File: src/rtl/rv32_barrel_pkg.sv
// Shared widths and the writeback entry type for the barrel register-file write side.
package rv32_barrel_pkg;
  localparam int NUM_HARTS      = 8;
  localparam int HART_CNT_WIDTH = $clog2(NUM_HARTS);
  localparam int XPR_LEN        = 32;
  localparam int REG_ADDR_WIDTH = 5;

  typedef struct packed {
    logic [HART_CNT_WIDTH-1:0] hart;
    logic [REG_ADDR_WIDTH-1:0] rd;
    logic [XPR_LEN-1:0]        data;
  } wb_entry_t;
endpackage

File: src/rtl/rv32_sync_fifo.sv
// Single-clock FIFO with full/empty flags; head data is presented combinationally.
module rv32_sync_fifo #(
  parameter int WIDTH = 8,
  parameter int DEPTH = 4
) (
  input  logic             clk,
  input  logic             rst,
  input  logic             push,
  input  logic [WIDTH-1:0] wdata,
  input  logic             pop,
  output logic [WIDTH-1:0] rdata,
  output logic             full,
  output logic             empty
);
  localparam int AW = $clog2(DEPTH);

  logic [WIDTH-1:0] r_mem [DEPTH];
  logic [AW:0]      r_wptr;
  logic [AW:0]      r_rptr;
  logic             w_do_push;
  logic             w_do_pop;

  // Extra pointer bit distinguishes full from empty when the indices match.
  assign full      = (r_wptr[AW] != r_rptr[AW]) && (r_wptr[AW-1:0] == r_rptr[AW-1:0]);
  assign empty     = (r_wptr == r_rptr);
  assign w_do_push = push && !full;
  assign w_do_pop  = pop && !empty;
  assign rdata     = r_mem[r_rptr[AW-1:0]];

  always_ff @(posedge clk or posedge rst) begin
    if (rst) begin
      r_wptr <= '0;
      r_rptr <= '0;
    end else begin
      if (w_do_push) r_wptr <= r_wptr + 1'b1;
      if (w_do_pop)  r_rptr <= r_rptr + 1'b1;
    end
  end

  always_ff @(posedge clk) begin
    if (w_do_push) r_mem[r_wptr[AW-1:0]] <= wdata;
  end
endmodule

File: src/rtl/rv32_barrel_wb_arbiter.sv
// Merges ALU and buffered load writebacks onto the barrel regfile write port,
// tracks one outstanding load per hart and flags load starvation.
module rv32_barrel_wb_arbiter
  import rv32_barrel_pkg::*;
#(
  parameter int LD_FIFO_DEPTH = 4,
  parameter int STARVE_MAX    = 4
) (
  input  logic                      clk,
  input  logic                      rst,
  input  logic                      alu_valid,
  input  logic [HART_CNT_WIDTH-1:0] alu_hart,
  input  logic [REG_ADDR_WIDTH-1:0] alu_rd,
  input  logic [XPR_LEN-1:0]        alu_data,
  input  logic                      ld_issue,
  input  logic [HART_CNT_WIDTH-1:0] ld_issue_hart,
  input  logic                      ld_valid,
  output logic                      ld_ready,
  input  logic [HART_CNT_WIDTH-1:0] ld_hart,
  input  logic [REG_ADDR_WIDTH-1:0] ld_rd,
  input  logic [XPR_LEN-1:0]        ld_data,
  output logic [HART_CNT_WIDTH-1:0] rd_hart,
  output logic                      wen,
  output logic [REG_ADDR_WIDTH-1:0] wa,
  output logic [XPR_LEN-1:0]        wd,
  output logic [NUM_HARTS-1:0]      ld_pending,
  output logic                      wb_stall,
  output logic                      ld_err
);
  localparam int EW = $bits(wb_entry_t);
  localparam int SW = $clog2(STARVE_MAX + 1);

  logic [EW-1:0]         w_head_bits;
  wb_entry_t             w_head;
  wb_entry_t             w_ld_entry;
  wb_entry_t             w_wr_entry;
  logic                  w_full, w_empty;
  logic                  w_alu_win, w_pop, w_bypass, w_push;
  logic                  w_retire;
  logic                  w_wen_next;
  logic [NUM_HARTS-1:0]  w_set_mask, w_clr_mask;
  logic                  w_err_next;
  logic [SW-1:0]         w_cnt_next;

  logic [NUM_HARTS-1:0]  r_pending;
  logic [SW-1:0]         r_starve_cnt;
  logic                  r_wen, r_stall, r_err;
  logic [HART_CNT_WIDTH-1:0] r_hart;
  logic [REG_ADDR_WIDTH-1:0] r_wa;
  logic [XPR_LEN-1:0]        r_wd;

  assign w_head     = wb_entry_t'(w_head_bits);
  assign w_ld_entry = '{hart: ld_hart, rd: ld_rd, data: ld_data};

  // Load order holds because a response bypasses only when nothing is queued ahead of it.
  assign w_alu_win = alu_valid && (alu_rd != '0);
  assign w_pop     = !w_alu_win && !w_empty;
  assign w_bypass  = !w_alu_win && w_empty && ld_valid;
  assign ld_ready  = !w_full;
  assign w_push    = ld_valid && ld_ready && !w_bypass;
  assign w_retire  = w_pop || w_bypass;

  always_comb begin
    w_wr_entry = w_ld_entry;
    if (w_alu_win)  w_wr_entry = '{hart: alu_hart, rd: alu_rd, data: alu_data};
    else if (w_pop) w_wr_entry = w_head;
  end

  assign w_wen_next = (w_alu_win || w_retire) && (w_wr_entry.rd != '0);
  assign w_set_mask = ld_issue ? (NUM_HARTS'(1) << ld_issue_hart) : '0;
  assign w_clr_mask = w_retire ? (NUM_HARTS'(1) << w_wr_entry.hart) : '0;

  // Issuing into a hart whose load retires this same cycle is legal back-to-back reuse.
  assign w_err_next = (ld_issue && r_pending[ld_issue_hart] && !w_clr_mask[ld_issue_hart]) ||
                      (w_retire && !r_pending[w_wr_entry.hart]);

  always_comb begin
    w_cnt_next = '0;
    if (!w_empty && !w_pop)
      w_cnt_next = (r_starve_cnt >= SW'(STARVE_MAX)) ? r_starve_cnt : r_starve_cnt + 1'b1;
  end

  always_ff @(posedge clk or posedge rst) begin
    if (rst) begin
      r_wen        <= 1'b0;
      r_hart       <= '0;
      r_wa         <= '0;
      r_wd         <= '0;
      r_pending    <= '0;
      r_starve_cnt <= '0;
      r_stall      <= 1'b0;
      r_err        <= 1'b0;
    end else begin
      r_wen <= w_wen_next;
      if (w_wen_next) begin
        r_hart <= w_wr_entry.hart;
        r_wa   <= w_wr_entry.rd;
        r_wd   <= w_wr_entry.data;
      end
      r_pending    <= (r_pending & ~w_clr_mask) | w_set_mask;
      r_starve_cnt <= w_cnt_next;
      r_stall      <= (w_cnt_next >= SW'(STARVE_MAX));
      r_err        <= r_err | w_err_next;
    end
  end

  rv32_sync_fifo #(
    .WIDTH (EW),
    .DEPTH (LD_FIFO_DEPTH)
  ) u_ld_fifo (
    .clk   (clk),
    .rst   (rst),
    .push  (w_push),
    .wdata (w_ld_entry),
    .pop   (w_pop),
    .rdata (w_head_bits),
    .full  (w_full),
    .empty (w_empty)
  );

  assign rd_hart    = r_hart;
  assign wen        = r_wen;
  assign wa         = r_wa;
  assign wd         = r_wd;
  assign ld_pending = r_pending;
  assign wb_stall   = r_stall;
  assign ld_err     = r_err;
endmodule

File: config.mk
export PLATFORM = sky130hd
export DESIGN_NAME = rv32_barrel_wb_arbiter
export DESIGN_NICKNAME = d
export VERILOG_FILES = /design/src/rtl/rv32_barrel_pkg.sv /design/src/rtl/rv32_sync_fifo.sv /design/src/rtl/rv32_barrel_wb_arbiter.sv
export SDC_FILE = /design/constraint.sdc
export NUM_CORES = 1
export LEC_CHECK = 0
export BUFFER_PORTS_ARGS = -buffer_cell sky130_fd_sc_hd__buf_2
export CORE_MARGIN = 2
export CORE_UTILIZATION = 45
export CTS_CLUSTER_DIAMETER = 150
export DETAILED_ROUTE_END_ITERATION = 12
export PLACE_DENSITY = 0.76
export SLEW_MARGIN = 15
export SYNTH_ARGS = -nofsm -noshare
export SYNTH_HDL_FRONTEND = slang
export SYNTH_SLANG_ARGS = --single-unit
File: constraint.sdc
create_clock -name clk -period 3.4 [get_ports clk]
set_clock_uncertainty 0.05 [all_clocks]
set_input_delay 0.34 -clock clk [delete_from_list [all_inputs] [get_ports clk]]
set_output_delay 0.34 -clock clk [all_outputs]
set_load 0.01 [all_outputs]
==> results.py, run 1 <==
metrics = {
    "outcome": {
        "status": "finished clean",
    },
    "worst_setup_path": {
        "cpPeakStageDelay_ns": 0.54,
        "cp-end-kind": "flip-flop",
        "r2r-end": "wd[28]",
        "worst_setup_path_start_kind": "flip-flop",
        "path_delay_family": "multiplexers",
        "critical_path_class": "reg -> reg",
        "cp_num_buf_inv": 2,
        "cp_common_cell": "buf_4",
        "crit_fanout": 42,
        "rrSetupSlack_ns": 0.42,
        "cp_slowest_cell": "buf_4",
        "reg2regPathDepth": 7,
        "crit_chain": "buf_4, mux4_2, mux2_2, a221oi_2, a31oi_4, buf_4, mux2_4",
        "r2r-start": "u_ld_fifo.r_rptr[1]",
        "cp.arrival_ns": 3.31,
        "worstPathRequired_ns": 3.73,
    },
    "sta": {
        "setup_viol": 0,
        "rsz0062_at_grt": "no",
        "timing.fmax_mhz": 335,
        "max-slew-margin-rel_pct": 43.3,
        "worst_slack_ns": 0.416,
        "fin_hold_ws_ns": 0.0215,
        "min_period_ns": 2.98,
        "drv_slew": 0,
        "tightestPinTransition_ns": 0.849,
        "fin_crit_sh_pct": 87.8,
        "finalHoldViolCount": 0,
        "fin_tns_setup_ns": 0,
    },
    "grt": {
        "grt_use_total_pct": 18.6,
        "grt_overflow": 0,
        "grt_max_degree": 43,
        "grt_pass1_vias": 5785,
        "antenna_found_initial": 1,
        "grt_pass1_wl_um": 32400,
    },
    "clock_network": {
        "numCtsBuffers": 23,
        "cts_root_buf": "clkbuf_16",
        "holdBufCountCts": 1,
        "cts_num_sinks": 219,
        "htree_levels": 1,
        "ctsResizeCount": 0,
        "clk_latency_ns": 0.50,
        "cts_tree": "done",
        "clockBufferDepth": 3,
        "clk_pin_slew_ns": 0.06,
        "post-cts-setup-buffer-count": 0,
    },
    "power_and_ir_drop": {
        "netSwitchingPower_mw": 3.58,
        "clock_power_share_pct": 22.0,
        "peakVddDrop_mv": 0.397,
        "power.density_nw_per_um2": 932,
        "p_comb_share_pct": 38.8,
        "swShare_pct": 33.8,
        "pwr-share-seq_pct": 39.2,
        "power.internal_mw": 6.99,
        "leakage_nw": 4.39,
    },
    "synth": {
        "synth_seq_cells": 219,
        "synth_edf_count": 160,
        "synth_top_cell_by_area": "edfxtp_1",
        "ys_warn_count": 0,
        "netlist_area_um2": 9570,
        "synth_flop_cell": "edfxtp_1",
        "synthesis.nets": 703,
        "yosysTopAreaCellShare_pct": 50.2,
        "avgSynthCellArea_um2": 15.7,
        "synth_area_leaders": "edfxtp_1 50%, dfrtp_1 15%, mux4_2 9.9%",
        "synthDistinctLibCells": 58,
        "synth_seq_area_share_pct": 65.6,
        "syn_inst": 608,
        "async_flop_share_pct": 26.9,
    },
    "drt": {
        "drc_errors": 0,
        "drtIter0Drc": 383,
        "ant_nets": 0,
        "wl_um": 20800,
        "via_per_inst": 5.51,
        "firstDrtPassIters": 4,
        "num_vias": 5788,
        "wl_per_cell_um": 19.8,
    },
    "worst_hold_path": {
        "hold_class": "in -> reg",
        "worstHoldStart": "ld_data[19]",
        "hold_depth": 1,
        "hold_path_end": "u_ld_fifo.r_mem[1][19]",
    },
    "finish": {
        "area.growth.synth_to_final_pct": 18.5,
        "fillers": 1695,
        "final_layout_size_suffix_gt1_share_pct": 37.6,
        "final_nets": 852,
        "final_util_pct": 54.1,
    },
    "floorplan": {
        "num_rows": 53,
        "initial_core_util_pct": 45.7,
        "fp.dieW_um": 150,
        "io_pins": 140,
        "core_um2": 21000,
        "die_area_um2": 22500,
        "die_h_um": 150,
    },
    "flow_run": {
        "cap_violations": 0,
    },
    "placed_design": {
        "gp_congestion": 0.823,
        "place.port_buffers": 139,
        "dp_hpwl_um": 13800,
        "place_ws_ns": 0.447,
    },
}
## worst register-to-register path: stages (launching register included)
cell,delay (ns)
dfrtp_2,0.40
buf_4,0.54
mux4_2,0.40
mux2_2,0.30
a221oi_2,0.36
a31oi_4,0.13
buf_4,0.29
mux2_4,0.39
## metrics by stage
stage | instance area (µm²) | power, mW | std cells
finish | 11300 | 10.6 | 1050
CTS | 11300 | 10.7 | 1048
global placement | 10600 | 8.20 | 1006
detailed placement | 10600 | 8.32 | 1006
global route | 11300 | 11.2 | 1048
floorplan | 9570 | 7.05 | 608
## Yosys cell counts, types with 2 or more instances
cell      instances
buf_2             7
edfxtp_1        160
nand3_1           5
clkbuf_1         15
and4_1            2
nand2_1          75
o31ai_1           6
o21ai_0          16
nand4_1           4
nand2b_1          5
mux4_2           42
nor3_1            6
xnor2_1           4
o22ai_1           2
xnor2_2           3
buf_1             6
ha_1              7
mux2_2            2
a21oi_1           5
nor2_1           34
inv_1            13
a211oi_1          5
mux2_4           35
and2_1            4
o31a_1            4
mux2_1            2
dfrtp_1          59
o211ai_1          2
a31oi_1          35
xor2_1            4
a211o_1           2
o21ai_1           4
buf_6             7
mux2i_1           2
## worst max-delay path by stage
stage                             start               endpoint  slack, ns  cells past startpoint
floorplan           u_ld_fifo.r_rptr[0]  u_ld_fifo.r_mem[3][0]       0.30                      7
global placement    u_ld_fifo.r_rptr[1]                 wd[13]       0.52                      7
detailed placement  u_ld_fifo.r_rptr[1]                 wd[30]       0.45                      7
CTS                 u_ld_fifo.r_rptr[1]                 wd[28]       0.42                      7
global route        u_ld_fifo.r_rptr[0]                 ld_err       0.34                      7
finish              u_ld_fifo.r_rptr[1]                 wd[28]       0.42                      7
## cell type report
type                       instances  area (µm²)  area share [%]
antenna                            2        5.00          0.0441
clock buffer                      29         618            5.45
clock inverter                    12        81.3           0.717
inverter                          14        52.6           0.463
multi-input combinational        340        3070            27.0
sequential                       219        6290            55.4
tap                              275         344            3.03
timing repair buffer             159         886            7.81
## state kept, by name (all words and copies together), names as in the netlist
name and flops:
u_ld_fifo.r_mem 160, wd 32, ld_pending 8, wa 5, rd_hart 3, u_ld_fifo.r_rptr 3, u_ld_fifo.r_wptr 3, r_starve_cnt 2
ld_err 1, wb_stall 1, wen 1
## logic make-up (layout without fill, tap and decap cells)
group | Yosys count | count (layout) | share of synthesized area (%)
adder cells (fa/ha/maj) | 7 | 7 | 0.915
AND/OR/NAND/NOR | 142 | 142 | 6.59
buffers and inverters | 49 | 214 | 2.56
XOR/XNOR | 12 | 12 | 1.41
AO/OA/AOI/OAI | 96 | 96 | 6.86
multiplexers | 83 | 83 | 16.1
flip-flops | 219 | 219 | 65.6
other | 0 | 2 | 0
## power by group through the flow
stage                     clock network, mW  logic, mW  registers [mW]
after floorplan                           0       2.84            4.21
after global placement                    0       4.04            4.16
after detailed placement                  0       4.13            4.18
after CTS                              2.37       4.14            4.15
after global routing                   2.48       4.46            4.23
final                                  2.33       4.10            4.14
## layer usage
| metal | global-route usage [%] | routed length [µm] |
|---|---|---|
| met3 | 3.29 | 1390 |
| met1 | 26.2 | 9010 |
| met2 | 30.2 | 9950 |
| met4 | 4.58 | 447 |
| met5 | 0 | 13 |
## cell usage in the layout (no fill, tap or decap), types with 3 or more instances in the layout
master     instances
a211oi_1           5
a21oi_1            5
a31oi_1           35
and2_2             4
buf_12             3
buf_2            139
buf_4             16
clkbuf_1           4
clkbuf_16         23
clkinv_1           6
clkinv_2           4
dfrtp_1           57
edfxtp_1         160
ha_1               7
inv_1             12
mux2_4            35
mux4_2            42
nand2_1           75
nand2b_1           5
nand3_1            5
nand4_1            4
nor2_1            34
nor3_1             5
o21ai_0           16
o21ai_1            4
o31a_1             4
o31ai_1            6
xnor2_1            4
xnor2_2            3
xor2_1             4
Note: power is estimated with default switching activity, not from simulation.
==> run 2: changes to the inputs <==
BUFFER_PORTS_ARGS = -buffer_cell sky130_fd_sc_hd__buf_4   (was -buffer_cell sky130_fd_sc_hd__buf_2)
==> run 2 against run 1 <==
Non-clock buffer count is 5 higher. Register-to-register slack better by 0.02 ns. Setup slack better by 0.022 ns. First-iteration DRC count is 16% higher. Combinational power is 4% higher.
==> results.py, run 2 (same netlist as run 1, synthesis figures left out) <==
metrics = {
    "finish": {
        "final_nets": 857,
        "area.growth.synth_to_final_pct": 22.9,
        "mostFrequentLayoutCells": "160 x edfxtp_1, 153 x buf_4, 75 x nand2_1, 57 x dfrtp_1, 42 x mux4_2",
        "final_layout_size_suffix_gt1_share_pct": 37.8,
        "final_common_cell": "edfxtp_1",
        "largest_register_ffs": 160,
        "diodes": 0,
    },
    "worst_setup_path": {
        "worstPathRequired_ns": 3.72,
        "r2r-end": "wd[28]",
        "cp_slowest_cell": "dfrtp_4",
        "cp-end-kind": "flip-flop",
        "rrSetupSlack_ns": 0.44,
        "worst_setup_path_start_kind": "flip-flop",
        "cp.arrival_ns": 3.29,
        "cpPeakStageDelay_ns": 0.66,
        "r2r-start": "u_ld_fifo.r_rptr[0]",
        "crit_fanout": 24,
        "critical_path_class": "reg -> reg",
        "reg2regPathDepth": 7,
        "crit_chain": "xnor2_2, nand3_2, mux2_2, a221oi_2, a31oi_4, buf_4, mux2_4",
    },
    "clock_network": {
        "cts_num_sinks": 219,
        "clk_latency_ns": 0.49,
        "clk_pin_slew_ns": 0.06,
        "htree_levels": 1,
        "numCtsBuffers": 23,
        "post-cts-setup-buffer-count": 0,
        "clockBufferDepth": 3,
        "cts_tree": "done",
        "cts_root_buf": "clkbuf_16",
    },
    "drt": {
        "wl_per_cell_um": 20.0,
        "ant_nets": 0,
        "drc_errors": 0,
        "via_per_inst": 5.49,
        "num_vias": 5783,
        "firstDrtPassIters": 5,
        "wl_um": 21000,
        "drtIter0Drc": 446,
    },
    "floorplan": {
        "num_rows": 53,
        "die_area_um2": 22500,
        "initial_core_util_pct": 45.7,
        "io_pins": 140,
        "fp.dieW_um": 150,
        "core_um2": 21000,
        "die_h_um": 150,
    },
    "sta": {
        "rsz0062_at_grt": "no",
        "drv_slew": 0,
        "finalHoldViolCount": 0,
        "fin_tns_setup_ns": 0,
        "worst_slack_ns": 0.437,
        "timing.fmax_mhz": 338,
        "fin_hold_ws_ns": 0.0106,
        "tightestPinTransition_ns": 0.773,
        "min_period_ns": 2.96,
        "max-slew-margin-rel_pct": 48.5,
        "setup_viol": 0,
        "fin_crit_sh_pct": 87.1,
    },
    "flow_run": {
        "cap_violations": 0,
    },
    "outcome": {
        "status": "finished clean",
    },
    "worst_hold_path": {
        "worstHoldStart": "ld_data[1]",
        "hold_depth": 1,
        "hold_class": "in -> reg",
        "hold_path_end": "u_ld_fifo.r_mem[0][1]",
    },
    "placed_design": {
        "place_ws_ns": 0.484,
        "place.port_buffers": 139,
        "dp_hpwl_um": 13800,
        "gp_congestion": 0.826,
    },
    "grt": {
        "grt_overflow": 0,
        "antenna_found_initial": 0,
        "grt_use_total_pct": 18.9,
        "grt_pass1_wl_um": 33000,
        "grt_max_degree": 43,
        "grt_pass1_vias": 5914,
    },
    "power_and_ir_drop": {
        "power.density_nw_per_um2": 923,
        "power_mw": 10.9,
        "leakage_nw": 4.55,
        "peakVddDrop_mv": 0.471,
    },
}
[run 2: cell types whose count changed in the layout (fill, tap and decap cells not counted), sizes merged]
cell,before,now
clkinvlp,0,2
clkbuf,29,27
clkinv,11,10
buf,158,156
diode,2,0
dlygate4sd3,1,8
bufinv,1,2
[run 2: layout make-up]
type,count,area [µm²]
clock buffers,27,601
clock inverters,14,123
fillers,1678,9190
inverters,14,52.6
multi-input cells,340,3070
flip-flops and latches,219,6290
well taps,275,344
repair buffers,164,1290
[run 2: what timing repair did]
| action | 4_1_cts | 5_1_grt |
|---|---|---|
| hold buffers | 6 | 2 |
| hold endpoints to repair | 37 | 4 |
| gates resized for setup | 0 | 0 |
[run 2: worst max path at each step]
stage	from	endpoint	slack, ns	cells after the start
global placement	u_ld_fifo.r_rptr[1]	wd[15]	0.53	7
CTS	u_ld_fifo.r_rptr[1]	wd[29]	0.46	7
detailed placement	u_ld_fifo.r_rptr[0]	wd[20]	0.48	7
global route	u_ld_fifo.r_rptr[0]	wd[29]	0.31	7
finish	u_ld_fifo.r_rptr[0]	wd[28]	0.44	7
floorplan	u_ld_fifo.r_rptr[0]	u_ld_fifo.r_mem[3][0]	0.30	7
[run 2: worst max-delay path: cells and delay by family, from the launching register on]
kind / cells / cell delay (ns)
compound gates: 2 / 0.48
xor+xnor: 1 / 0.39
simple gates: 1 / 0.22
buf+inv: 1 / 0.29
flops: 1 / 0.66
mux: 2 / 0.70
[run 2: through the flow]
stage | instance area, µm² | instances | util, %
final | 11800 | 1053 | 56.1
after detailed placement | 11000 | 1004 | 52.3
after global placement | 11000 | 1004 | 52.3
after CTS | 11700 | 1051 | 56.0
after global routing | 11800 | 1053 | 56.1
after floorplan | 9570 | 608 | -
[run 2: report_power, final]
group          internal, mW  switching, mW
registers              3.75          0.449
logic                  2.07           2.19
clock network          1.41          0.979
total                  7.23           3.62
[run 2: per-layer routing]
layer / routed length [µm] / GRT usage, % / vias to the layer above
met3: 1230 / 3.02 / 20
met2: 10400 / 31.7 / 174
met4: 271 / 3.63 / 0
met1: 9100 / 26.6 / 2935
li1: - / - / 2654
met5: 0 / 0 / -
==> run 3: changes to the inputs <==
SETUP_SLACK_MARGIN = 0.05   (was unset)
SYNTH_HIERARCHICAL = 1   (was unset)
==> run 3 against run 2 <==
Synthesized cell count rose by 0.16%. Largest cell class unchanged. Non-clock buffer count rose by 19. Final area rose by 0.46%.
==> results.py, run 3 <==
metrics = {
    "outcome": {
        "status": "finished clean",
    },
    "sta": {
        "rsz0062_at_grt": "no",
        "tightestPinTransition_ns": 1.09,
        "fin_tns_setup_ns": 0,
        "finalHoldViolCount": 0,
        "max-slew-margin-rel_pct": 27.3,
        "drv_slew": 0,
        "setup_viol": 0,
        "min_period_ns": 2.96,
        "timing.fmax_mhz": 338,
        "fin_crit_sh_pct": 87.0,
    },
    "synth": {
        "synthAdderAreaFrac_pct": 0.931,
        "synth_xor_xnor_area_share_pct": 1.36,
        "synthTopCellsByCount": "160 x edfxtp_1, 59 x dfrtp_1, 56 x nand2_1",
        "synth_edf_count": 160,
        "yosysTopAreaCellShare_pct": 51.1,
        "netlist_area_um2": 9410,
        "ys_warn_count": 6,
        "synth_top_cell_by_area": "edfxtp_1",
        "synthDistinctLibCells": 49,
        "avgSynthCellArea_um2": 15.4,
        "yosys.area_share.simple_pct": 5.43,
        "synth_flop_cell": "edfxtp_1",
        "synthesis.nets": 704,
        "synth_area_leaders": "edfxtp_1 51%, dfrtp_1 16%, mux4_2 10%",
        "async_flop_share_pct": 26.9,
        "synth_top_family_by_area": "multiplexers",
        "synth_seq_area_share_pct": 66.8,
        "synth_compound_area_share_pct": 7.62,
        "synth_most_common_cell": "edfxtp_1",
        "synthMuxAreaShare_pct": 15.3,
        "synth_seq_cells": 219,
        "syn_inst": 609,
    },
    "drt": {
        "wl_um": 20800,
        "drc_errors": 0,
        "ant_nets": 0,
        "wl_per_cell_um": 19.4,
        "drtIter0Drc": 376,
        "firstDrtPassIters": 5,
        "num_vias": 5819,
        "via_per_inst": 5.44,
    },
    "worst_setup_path": {
        "crit_fanout": 34,
        "cp.arrival_ns": 3.27,
        "cp-end-kind": "flip-flop",
        "critical_path_class": "reg -> reg",
        "worstPathRequired_ns": 3.71,
        "worst_setup_path_start_kind": "flip-flop",
    },
    "grt": {
        "grt_use_total_pct": 18.9,
        "grt_overflow": 0,
        "grt_pass1_wl_um": 32500,
        "antenna_found_initial": 1,
        "grt_max_degree": 43,
        "grt_pass1_vias": 5925,
    },
    "floorplan": {
        "die_area_um2": 22100,
        "core_um2": 20400,
        "num_rows": 52,
        "die_h_um": 149,
        "io_pins": 140,
        "initial_core_util_pct": 46.2,
        "fp.dieW_um": 149,
    },
    "power_and_ir_drop": {
        "power_mw": 10.8,
        "peakVddDrop_mv": 0.569,
        "power.density_nw_per_um2": 913,
        "leakage_nw": 4.38,
    },
    "clock_network": {
        "numCtsBuffers": 22,
        "ctsResizeCount": 0,
        "clk_latency_ns": 0.50,
        "htree_levels": 1,
        "cts_tree": "done",
        "clockBufferDepth": 3,
        "cts_num_sinks": 219,
        "cts_root_buf": "clkbuf_16",
        "clk_pin_slew_ns": 0.06,
    },
    "placed_design": {
        "gp_congestion": 0.866,
        "place.port_buffers": 139,
        "dp_hpwl_um": 13400,
    },
    "finish": {
        "final_common_cell": "edfxtp_1",
        "final_nets": 878,
        "final_layout_size_suffix_gt1_share_pct": 32.0,
        "area.growth.synth_to_final_pct": 25.6,
        "largest_register_ffs": 160,
        "multi_input_area_um2": 2910,
        "register_area_um2": 6290,
        "mostFrequentLayoutCells": "160 x edfxtp_1, 152 x buf_4, 57 x dfrtp_1, 56 x nand2_1, 42 x mux4_2",
        "fillers": 1577,
    },
    "worst_hold_path": {
        "hold_class": "in -> reg",
    },
    "flow_run": {
        "cap_violations": 0,
    },
}
## run 3: stage by stage
| stage | instance area [µm²] | util, % | instances | hold WS (ns) | worst slack (ns) |
|---|---|---|---|---|---|
| 5_1_grt | 11800 | 58.0 | 1070 | 0.00620 | 0.209 |
| 3_5_place_dp | 10800 | 52.9 | 1000 | 0.265 | 0.427 |
| 4_1_cts | 11800 | 58.0 | 1069 | 0.000608 | 0.413 |
| 3_3_place_gp | 10800 | 52.9 | 1000 | 0.267 | 0.500 |
| 2_1_floorplan | 9420 | - | 609 | 0.0810 | 0.127 |
| 6_report | 11800 | 58.0 | 1070 | 0.0103 | 0.442 |
## run 3: metal layers
layer | wire [µm] | vias to the layer above | GRT usage [%]
met5 | 0 | - | 0
met4 | 327 | 0 | 4.48
met3 | 1310 | 31 | 3.71
met2 | 10100 | 173 | 31.3
met1 | 9090 | 2941 | 26.0
li1 | - | 2674 | -
## run 3: power breakdown
group | leakage (nW) | switching (mW) | total [mW] | internal [mW]
registers | 2.16 | 0.362 | 4.11 | 3.75
clock network | 0.366 | 0.985 | 2.49 | 1.50
logic | 1.85 | 2.26 | 4.18 | 1.93
total | 4.38 | 3.61 | 10.8 | 7.18
## run 3: final timing paths
| path | slack [ns] | start | end | depth (start not counted) |
|---|---|---|---|---|
| max in group asynchronous | 1.95 | rst | wd[14] | 4 |
| min in group asynchronous | 0.29 | rst | u_ld_fifo/r_rptr[0] | 3 |
| hold / removal | 0.01 | ld_rd[3] | u_ld_fifo/r_mem[3][35] | 1 |
| setup reg to reg | 0.44 | u_ld_fifo/r_rptr[1] | ld_err | 8 |
| setup / recovery | 0.44 | u_ld_fifo/r_rptr[1] | ld_err | 8 |
| hold reg to reg | 0.43 | wd[27] | wd[27] | 2 |
## run 3: kinds of logic after synthesis
| family | count (synthesis) |
|---|---|
| multiplexers | 89 |
| adder cells (fa/ha/maj) | 7 |
| AND/OR/NAND/NOR | 119 |
| flip-flops | 219 |
| buffers and inverters | 47 |
| AO/OA/AOI/OAI | 116 |
| XOR/XNOR | 12 |
## run 3: cell type report
cell class	count	share of cell area, %
sequential	219	53.2
multi-input combinational	343	24.7
timing repair buffer	183	12.5
clock buffer	28	5.20
tap	270	2.86
clock inverter	12	1.15
inverter	14	0.445
antenna	1	0.0212
## run 3: timing repair
item,CTS,global route
buffers inserted,0,0
hold endpoints to repair,132,0
hold buffers,29,0
## run 3: worst max-delay path, cell delays in order, from the launching register on
cell and delay (ns):
dfrtp_2 0.37, buf_4 0.23, buf_4 0.47, mux4_2 0.39, mux2_2 0.32, mux2i_4 0.30, mux2i_1 0.12, a2111oi_0 0.42
nand4_1 0.13
